File: src/rtl/vga_timing_if.sv
// -----------------------------------------------------------------------------
// vga_timing_if
// Bundle carrying the raster timing outputs of vga_timing_gen to the
// framebuffer / pixel pipeline. Every signal is registered at the source and
// all of them are aligned to the same pixel.
//   o_hs, o_vs   : horizontal / vertical sync (polarity set by the generator)
//   o_de         : display enable, high inside the active area
//   o_sol, o_sof : start-of-line / start-of-frame one-pixel strobes
//   o_x, o_y     : raw beam coordinates
//   o_px, o_py   : integer-scaled framebuffer coordinates
// Modports: master (generator drives), slave (consumer reads).
// -----------------------------------------------------------------------------
interface vga_timing_if #(
    parameter int CW = 11
);
    logic          o_hs;
    logic          o_vs;
    logic          o_de;
    logic          o_sol;
    logic          o_sof;
    logic [CW-1:0] o_x;
    logic [CW-1:0] o_y;
    logic [CW-1:0] o_px;
    logic [CW-1:0] o_py;

    modport master (
        output o_hs, o_vs, o_de, o_sol, o_sof, o_x, o_y, o_px, o_py
    );

    modport slave (
        input  o_hs, o_vs, o_de, o_sol, o_sof, o_x, o_y, o_px, o_py
    );
endinterface

File: src/rtl/vga_timing_gen.sv
// -----------------------------------------------------------------------------
// vga_timing_gen
// Parametrised raster timing generator. Produces sync pulses with selectable
// polarity, display enable, beam coordinates, start-of-line/frame strobes and
// integer-scaled framebuffer coordinates. Line and frame order is
// active, front porch, sync, back porch.
//
// Ports:
//   i_clk  : pixel clock
//   i_rst  : synchronous active-high reset (wins over i_en)
//   i_en   : clock enable; low freezes every register including strobes
//   o_vid  : vga_timing_if master modport with all registered outputs
//
// Build option:
//   VGA_TIMING_SCALE_EN defined   : replication sub-counters produce
//                                   o_px = x / H_SCALE, o_py = y / V_SCALE
//                                   (divide-free), holding through blanking.
//   VGA_TIMING_SCALE_EN undefined : o_px/o_py mirror o_x/o_y.
// -----------------------------------------------------------------------------
module vga_timing_gen #(
    parameter int CW       = 11,
    parameter int H_ACTIVE = 1024,
    parameter int H_FP     = 24,
    parameter int H_SYNC   = 136,
    parameter int H_BP     = 160,
    parameter int V_ACTIVE = 768,
    parameter int V_FP     = 3,
    parameter int V_SYNC   = 6,
    parameter int V_BP     = 29,
    parameter int HS_POL   = 0,
    parameter int VS_POL   = 0,
    parameter int H_SCALE  = 2,
    parameter int V_SCALE  = 3
) (
    input  logic         i_clk,
    input  logic         i_rst,
    input  logic         i_en,
    vga_timing_if.master o_vid
);

    localparam int H_TOTAL = H_ACTIVE + H_FP + H_SYNC + H_BP;
    localparam int V_TOTAL = V_ACTIVE + V_FP + V_SYNC + V_BP;

    if (H_TOTAL > (1 << CW)) begin : g_err_htotal
        $error("vga_timing_gen: H_TOTAL does not fit in CW bits");
    end
    if (V_TOTAL > (1 << CW)) begin : g_err_vtotal
        $error("vga_timing_gen: V_TOTAL does not fit in CW bits");
    end
    if (H_SCALE < 1 || V_SCALE < 1) begin : g_err_scale
        $error("vga_timing_gen: scale factors must be at least 1");
    end

    // Region bounds are compared one bit wider than the counters so that a
    // bound equal to 2^CW is still representable.
    localparam logic [CW:0]   HA_END = (CW+1)'(H_ACTIVE);
    localparam logic [CW:0]   HS_BEG = (CW+1)'(H_ACTIVE + H_FP);
    localparam logic [CW:0]   HS_END = (CW+1)'(H_ACTIVE + H_FP + H_SYNC);
    localparam logic [CW:0]   VA_END = (CW+1)'(V_ACTIVE);
    localparam logic [CW:0]   VS_BEG = (CW+1)'(V_ACTIVE + V_FP);
    localparam logic [CW:0]   VS_END = (CW+1)'(V_ACTIVE + V_FP + V_SYNC);
    localparam logic [CW-1:0] X_MAX  = CW'(H_TOTAL - 1);
    localparam logic [CW-1:0] Y_MAX  = CW'(V_TOTAL - 1);
    localparam logic          HSP    = (HS_POL != 0);
    localparam logic          VSP    = (VS_POL != 0);

    logic [CW-1:0] r_x, r_y;
    logic          r_hs, r_vs, r_de, r_sol, r_sof;

    logic          w_x_wrap, w_y_wrap;
    logic [CW-1:0] w_x_nxt, w_y_nxt;
    logic [CW:0]   w_x_ext, w_y_ext;
    logic          w_hact, w_vact, w_hsync, w_vsync;

    // Every output is registered from the *next* beam position, so all of
    // them describe the same pixel as o_x/o_y in the same cycle.
    assign w_x_wrap = (r_x == X_MAX);
    assign w_y_wrap = (r_y == Y_MAX);
    assign w_x_nxt  = w_x_wrap ? '0 : r_x + 1'b1;
    assign w_y_nxt  = w_x_wrap ? (w_y_wrap ? '0 : r_y + 1'b1) : r_y;
    assign w_x_ext  = {1'b0, w_x_nxt};
    assign w_y_ext  = {1'b0, w_y_nxt};
    assign w_hact   = (w_x_ext < HA_END);
    assign w_vact   = (w_y_ext < VA_END);
    assign w_hsync  = (w_x_ext >= HS_BEG) && (w_x_ext < HS_END);
    assign w_vsync  = (w_y_ext >= VS_BEG) && (w_y_ext < VS_END);

    // Reset parks the beam on the last pixel of the frame so the first
    // enabled edge lands on (0,0) with both strobes set.
    always_ff @(posedge i_clk) begin
        if (i_rst) begin
            r_x   <= X_MAX;
            r_y   <= Y_MAX;
            r_de  <= 1'b0;
            r_sol <= 1'b0;
            r_sof <= 1'b0;
            r_hs  <= ~HSP;
            r_vs  <= ~VSP;
        end else if (i_en) begin
            r_x   <= w_x_nxt;
            r_y   <= w_y_nxt;
            r_de  <= w_hact && w_vact;
            r_sol <= w_x_wrap;
            r_sof <= w_x_wrap && w_y_wrap;
            r_hs  <= w_hsync ? HSP : ~HSP;
            r_vs  <= w_vsync ? VSP : ~VSP;
        end
    end

`ifdef VGA_TIMING_SCALE_EN
    localparam logic [CW-1:0] H_SUB_MAX = CW'(H_SCALE - 1);
    localparam logic [CW-1:0] V_SUB_MAX = CW'(V_SCALE - 1);

    logic [CW-1:0] r_hsub, r_vsub, r_px, r_py;

    // Sub-counters count pixel/line repeats; the scaled coordinate steps when
    // a sub-counter completes a run of SCALE. They only advance inside the
    // active span, which makes o_px/o_py hold through blanking.
    always_ff @(posedge i_clk) begin
        if (i_rst) begin
            r_hsub <= '0;
            r_vsub <= '0;
            r_px   <= '0;
            r_py   <= '0;
        end else if (i_en) begin
            if (w_x_wrap) begin
                r_hsub <= '0;
                r_px   <= '0;
            end else if (w_hact) begin
                if (r_hsub == H_SUB_MAX) begin
                    r_hsub <= '0;
                    r_px   <= r_px + 1'b1;
                end else begin
                    r_hsub <= r_hsub + 1'b1;
                end
            end

            // Vertical replication advances once per line, at the wrap.
            if (w_x_wrap) begin
                if (w_y_wrap) begin
                    r_vsub <= '0;
                    r_py   <= '0;
                end else if (w_vact) begin
                    if (r_vsub == V_SUB_MAX) begin
                        r_vsub <= '0;
                        r_py   <= r_py + 1'b1;
                    end else begin
                        r_vsub <= r_vsub + 1'b1;
                    end
                end
            end
        end
    end

    assign o_vid.o_px = r_px;
    assign o_vid.o_py = r_py;
`else
    assign o_vid.o_px = r_x;
    assign o_vid.o_py = r_y;
`endif

    assign o_vid.o_x   = r_x;
    assign o_vid.o_y   = r_y;
    assign o_vid.o_hs  = r_hs;
    assign o_vid.o_vs  = r_vs;
    assign o_vid.o_de  = r_de;
    assign o_vid.o_sol = r_sol;
    assign o_vid.o_sof = r_sof;

endmodule
File: src/flat_wrapper.sv
// flat-port wrapper written by rule: the top's interface ports become plain ports
module vga_timing_gen_flat 
#(
    parameter int CW       = 11,
    parameter int H_ACTIVE = 1024,
    parameter int H_FP     = 24,
    parameter int H_SYNC   = 136,
    parameter int H_BP     = 160,
    parameter int V_ACTIVE = 768,
    parameter int V_FP     = 3,
    parameter int V_SYNC   = 6,
    parameter int V_BP     = 29,
    parameter int HS_POL   = 0,
    parameter int VS_POL   = 0,
    parameter int H_SCALE  = 2,
    parameter int V_SCALE  = 3
)
  (i_clk, i_rst, i_en, o_vid_o_hs, o_vid_o_vs, o_vid_o_de, o_vid_o_sol, o_vid_o_sof, o_vid_o_x, o_vid_o_y, o_vid_o_px, o_vid_o_py);
  vga_timing_if #(.CW(CW)) o_vid_i ();
  input  logic i_clk;
  input  logic i_rst;
  input  logic i_en;
  output wire logic [$bits(o_vid_i.o_hs)-1:0] o_vid_o_hs;
  output wire logic [$bits(o_vid_i.o_vs)-1:0] o_vid_o_vs;
  output wire logic [$bits(o_vid_i.o_de)-1:0] o_vid_o_de;
  output wire logic [$bits(o_vid_i.o_sol)-1:0] o_vid_o_sol;
  output wire logic [$bits(o_vid_i.o_sof)-1:0] o_vid_o_sof;
  output wire logic [$bits(o_vid_i.o_x)-1:0] o_vid_o_x;
  output wire logic [$bits(o_vid_i.o_y)-1:0] o_vid_o_y;
  output wire logic [$bits(o_vid_i.o_px)-1:0] o_vid_o_px;
  output wire logic [$bits(o_vid_i.o_py)-1:0] o_vid_o_py;
  assign o_vid_o_hs = o_vid_i.o_hs;
  assign o_vid_o_vs = o_vid_i.o_vs;
  assign o_vid_o_de = o_vid_i.o_de;
  assign o_vid_o_sol = o_vid_i.o_sol;
  assign o_vid_o_sof = o_vid_i.o_sof;
  assign o_vid_o_x = o_vid_i.o_x;
  assign o_vid_o_y = o_vid_i.o_y;
  assign o_vid_o_px = o_vid_i.o_px;
  assign o_vid_o_py = o_vid_i.o_py;
  vga_timing_gen #(.CW(CW), .H_ACTIVE(H_ACTIVE), .H_FP(H_FP), .H_SYNC(H_SYNC), .H_BP(H_BP), .V_ACTIVE(V_ACTIVE), .V_FP(V_FP), .V_SYNC(V_SYNC), .V_BP(V_BP), .HS_POL(HS_POL), .VS_POL(VS_POL), .H_SCALE(H_SCALE), .V_SCALE(V_SCALE)) u_core (.i_clk(i_clk), .i_rst(i_rst), .i_en(i_en), .o_vid(o_vid_i));
endmodule
File: config.mk
export PLATFORM = sky130hd
export DESIGN_NAME = vga_timing_gen_flat
export DESIGN_NICKNAME = d
export VERILOG_FILES = /design/src/rtl/vga_timing_if.sv /design/src/rtl/vga_timing_gen.sv /design/src/flat_wrapper.sv
export SDC_FILE = /design/constraint.sdc
export NUM_CORES = 1
export LEC_CHECK = 0
export ABC_AREA = 1
export CAP_MARGIN = 15
export CORE_ASPECT_RATIO = 0.8
export CORE_MARGIN = 1.5
export CORE_UTILIZATION = 53
export CTS_BUF_LIST = sky130_fd_sc_hd__clkbuf_16
export CTS_CLUSTER_SIZE = 16
export DETAILED_ROUTE_END_ITERATION = 10
export PLACE_DENSITY_LB_ADDON = 0.2
export SYNTH_ARGS = -nofsm -noshare
export SYNTH_HDL_FRONTEND = slang
export SYNTH_SLANG_ARGS = --single-unit
export TNS_END_PERCENT = 1
File: constraint.sdc
create_clock -name i_clk -period 3.3 [get_ports i_clk]
set_input_delay 0.66 -clock i_clk [delete_from_list [all_inputs] [get_ports i_clk]]
set_output_delay 0.66 -clock i_clk [all_outputs]
set_load 0.01 [all_outputs]
==> run metrics <==
status=completed; Num CTS Buffers=3; share of cells above drive strength 1=0.102; most used cell, CP=nand2_1; clock latency on the worst-skew pair=0.26 ns; Synth Cell Area=1970 um^2; HPWL Detailed=3540 um; Core Rows=19; Sw Share=0.338; Synth Area in Compound Gates=0.146; grt ovf=0; Post-CTS Resized=0; hold buffer count at CTS=0; Final Max Tran Viols=0; PwrDens=408 nW/um^2; unrepaired setup endpoints after global routing=false; Initial DRC Count=185; Crit path max-delay family=simple AND/OR/NAND/NOR gates; CP cell instances=ha_1 -> inv_1 -> nor2_2 -> nand2_2 -> nor2_4 -> nand2_1 -> nand2_1 -> nand2_1 -> nor2_1 -> nand2_1 -> nor2_2 -> nand3_1 -> nand2_1 -> nand2_1; fin crit period=2.20 ns; Seq/Total Area, Yosys=0.275; Final setup viols=0; port buffer count=51; Post-CTS Setup Inserts=0; H-tree lvl count=1; Min-Delay Path Class=register to register; skew final=~0.0055 ns; Syn-to-layout area delta=23.3%; Synth top cells by count=69 x nand2_1, 34 x inv_1, 27 x dfxtp_1, 27 x nand3_1, 23 x a21oi_1; Power Internal=roughly 660 uW; post-synth top area share=0.275; startpoint class of the critical path=register; I/O pins=52; Worst path slowest cell=dfxtp_1; CTS tree=built; first-pass GRT wire length=8150 um; Initial Util=0.563; Crit Path Category=register to register; total routed wirelength=slightly below 5000 um; synth warn=0; syn_area_per_cell=between 6 and 7 um^2; top_reg_cell synth=dfxtp_1; Synth Instances=306; largest stage delay on the critical path=about 0.52 ns; synth top area cells=dfxtp_1 27%, nand2_1 13%, buf_4 8.4%, nand3_1 6.9%, inv_1 6.5%; EDFF count, synth=0; die width=slightly above 70 um; largest family of logic cells by synthesized area=simple AND/OR/NAND/NOR gates; Core ar.=3490 um^2; antenna-violating nets left=0; post-synthesis simple-gate area fraction=0.370; Comb power frac=0.322; Synth async-reset ratio=0; Syn Nets=313; residual DRC count=0; Achievable Freq=roughly 0.45 GHz; clk sinks=27; via count=around 2.1k; Yosys top cell by area=dfxtp_1; vias in the first global route=around 1.7k; Die Footprint=4090 um^2; final hold vios=0; Clock Tree Buf Depth=2; CTS root buf=clkbuf_16; GRT Util Overall=0.250; Net Sw Power=335 uW; Slew @ Worst Pin=0.521 ns; Fillers=331; relative slew slack=0.650; MaxCap Viol Count=0; Flop pwr share=0.397; most numerous cell in the Yosys netlist=nand2_1; Antenna Diode Count=0; Clock transition at path regs=0.07 ns; CP Buf/Inv Count=1; RePlAce Congestion=0.927; Crit Path Max Fanout=12; initial antenna violation count=0; critical path required time=around 3.5 ns; Crit. End Element=register; DR vias/cell=5.48; Peak VDD IR=328 uV; post-detailed-route wirelength per cell=13.2 um; Seq cells post-synth=27; pin count of the biggest net entering global routing=23; Reg area=541 um^2; drt first pass iters=5; Die H=approximately 58 um; multi-input logic area=1080 um^2; setup total negative slack=0 ns; unique cell type count in the Yosys netlist=27; adder-cell share of the synthesized area=0.0254; XOR/XNOR Fraction of Synth Area=0.00890; final period utilization=0.668; Post-Layout Cell Count=around 380; fraction of synthesized area in multiplexers=0; clock power share=0.282; dpl cells=372; leak pwr=0.00111 uW; arrival time at the worst endpoint=roughly 2.4 ns; nets=about 340
## layer usage
layer | track usage | up-vias | share of wire
li1 | - | 1030 | -
met1 | 0.377 | 925 | 0.48
met2 | 0.378 | 99 | 0.43
met3 | 0.0477 | 8 | 0.079
met4 | 0.0458 | 0 | 0.011
met5 | 0 | - | 0
## cell families after synthesis
group,after synthesis
flip-flops,27
XOR/XNOR,2
AND/OR/NAND/NOR,154
AO/OA/AOI/OAI,53
buffers and inverters,66
adder cells (fa/ha/maj),4
## power groups by stage
stage,logic (uW),registers [uW],clock network [uW]
final,318,393,279
after global routing,350,398,300
after CTS,316,393,282
after detailed placement,313,400,0
after global placement,311,399,0
after floorplan,208,402,0
## cell usage in the layout (no fill, tap or decap), types with 3 or more instances in the layout
cell	n
nand2_2	10
nand3_1	27
inv_1	34
buf_4	3
nand3_2	3
nor3_1	6
dfxtp_1	27
nor2_1	22
o21bai_1	3
a21oi_1	23
nand2_1	69
nand4_1	4
clkbuf_16	3
o21ai_0	22
ha_1	4
clkdlybuf4s50_1	51
nor2_2	7
nor2_4	3
## through the flow
step | worst slack [ns] | instance area, um^2 | total power, uW | hold slack, ns | util
finish | 1.10 | 2430 | 991 | 0.479 | 0.694
global route | 0.844 | 2430 | 1050 | 0.513 | 0.694
CTS | 1.10 | 2430 | 991 | 0.481 | 0.694
detailed placement | 1.05 | 2340 | 713 | 0.458 | 0.671
global placement | 1.07 | 2340 | 710 | 0.458 | 0.671
floorplan | 1.51 | 1970 | 610 | 0.490 | -
## final timing paths
path                              from                end  slack (ns)  cells after the start
setup / recovery  u_core.o_vid.o_px[0]  u_core.o_vid.o_vs        1.10                     14
hold / removal       u_core.o_vid.o_de  u_core.o_vid.o_de        0.48                      2
setup reg to reg  u_core.o_vid.o_px[0]  u_core.o_vid.o_vs        1.10                     14
hold reg to reg      u_core.o_vid.o_de  u_core.o_vid.o_de        0.48                      2
## registers in the layout, indices dropped and copies added (netlist names)
register            cells
u_core.o_vid.o_de       1
u_core.o_vid.o_hs       1
u_core.o_vid.o_px      11
u_core.o_vid.o_py      11
u_core.o_vid.o_sof      1
u_core.o_vid.o_sol      1
u_core.o_vid.o_vs       1
## area by class of cell
class	instances	area share
multi-input cells	213	0.446
inverters	36	0.0557
repair buffers	54	0.220
well taps	42	0.0217
clock buffers	3	0.0309
clock inverters	1	0.00309
flip-flops and latches	27	0.223
## worst reg2reg max path: stages, from the launching register on
cell	delay [ns]
dfxtp_1	0.52
ha_1	0.25
inv_1	0.08
nor2_2	0.12
nand2_2	0.07
nor2_4	0.30
nand2_1	0.16
nand2_1	0.09
nand2_1	0.06
nor2_1	0.08
nand2_1	0.08
nor2_2	0.11
nand3_1	0.07
nand2_1	0.06
nand2_1	0.05
Note: power is estimated with default switching activity, not from simulation.
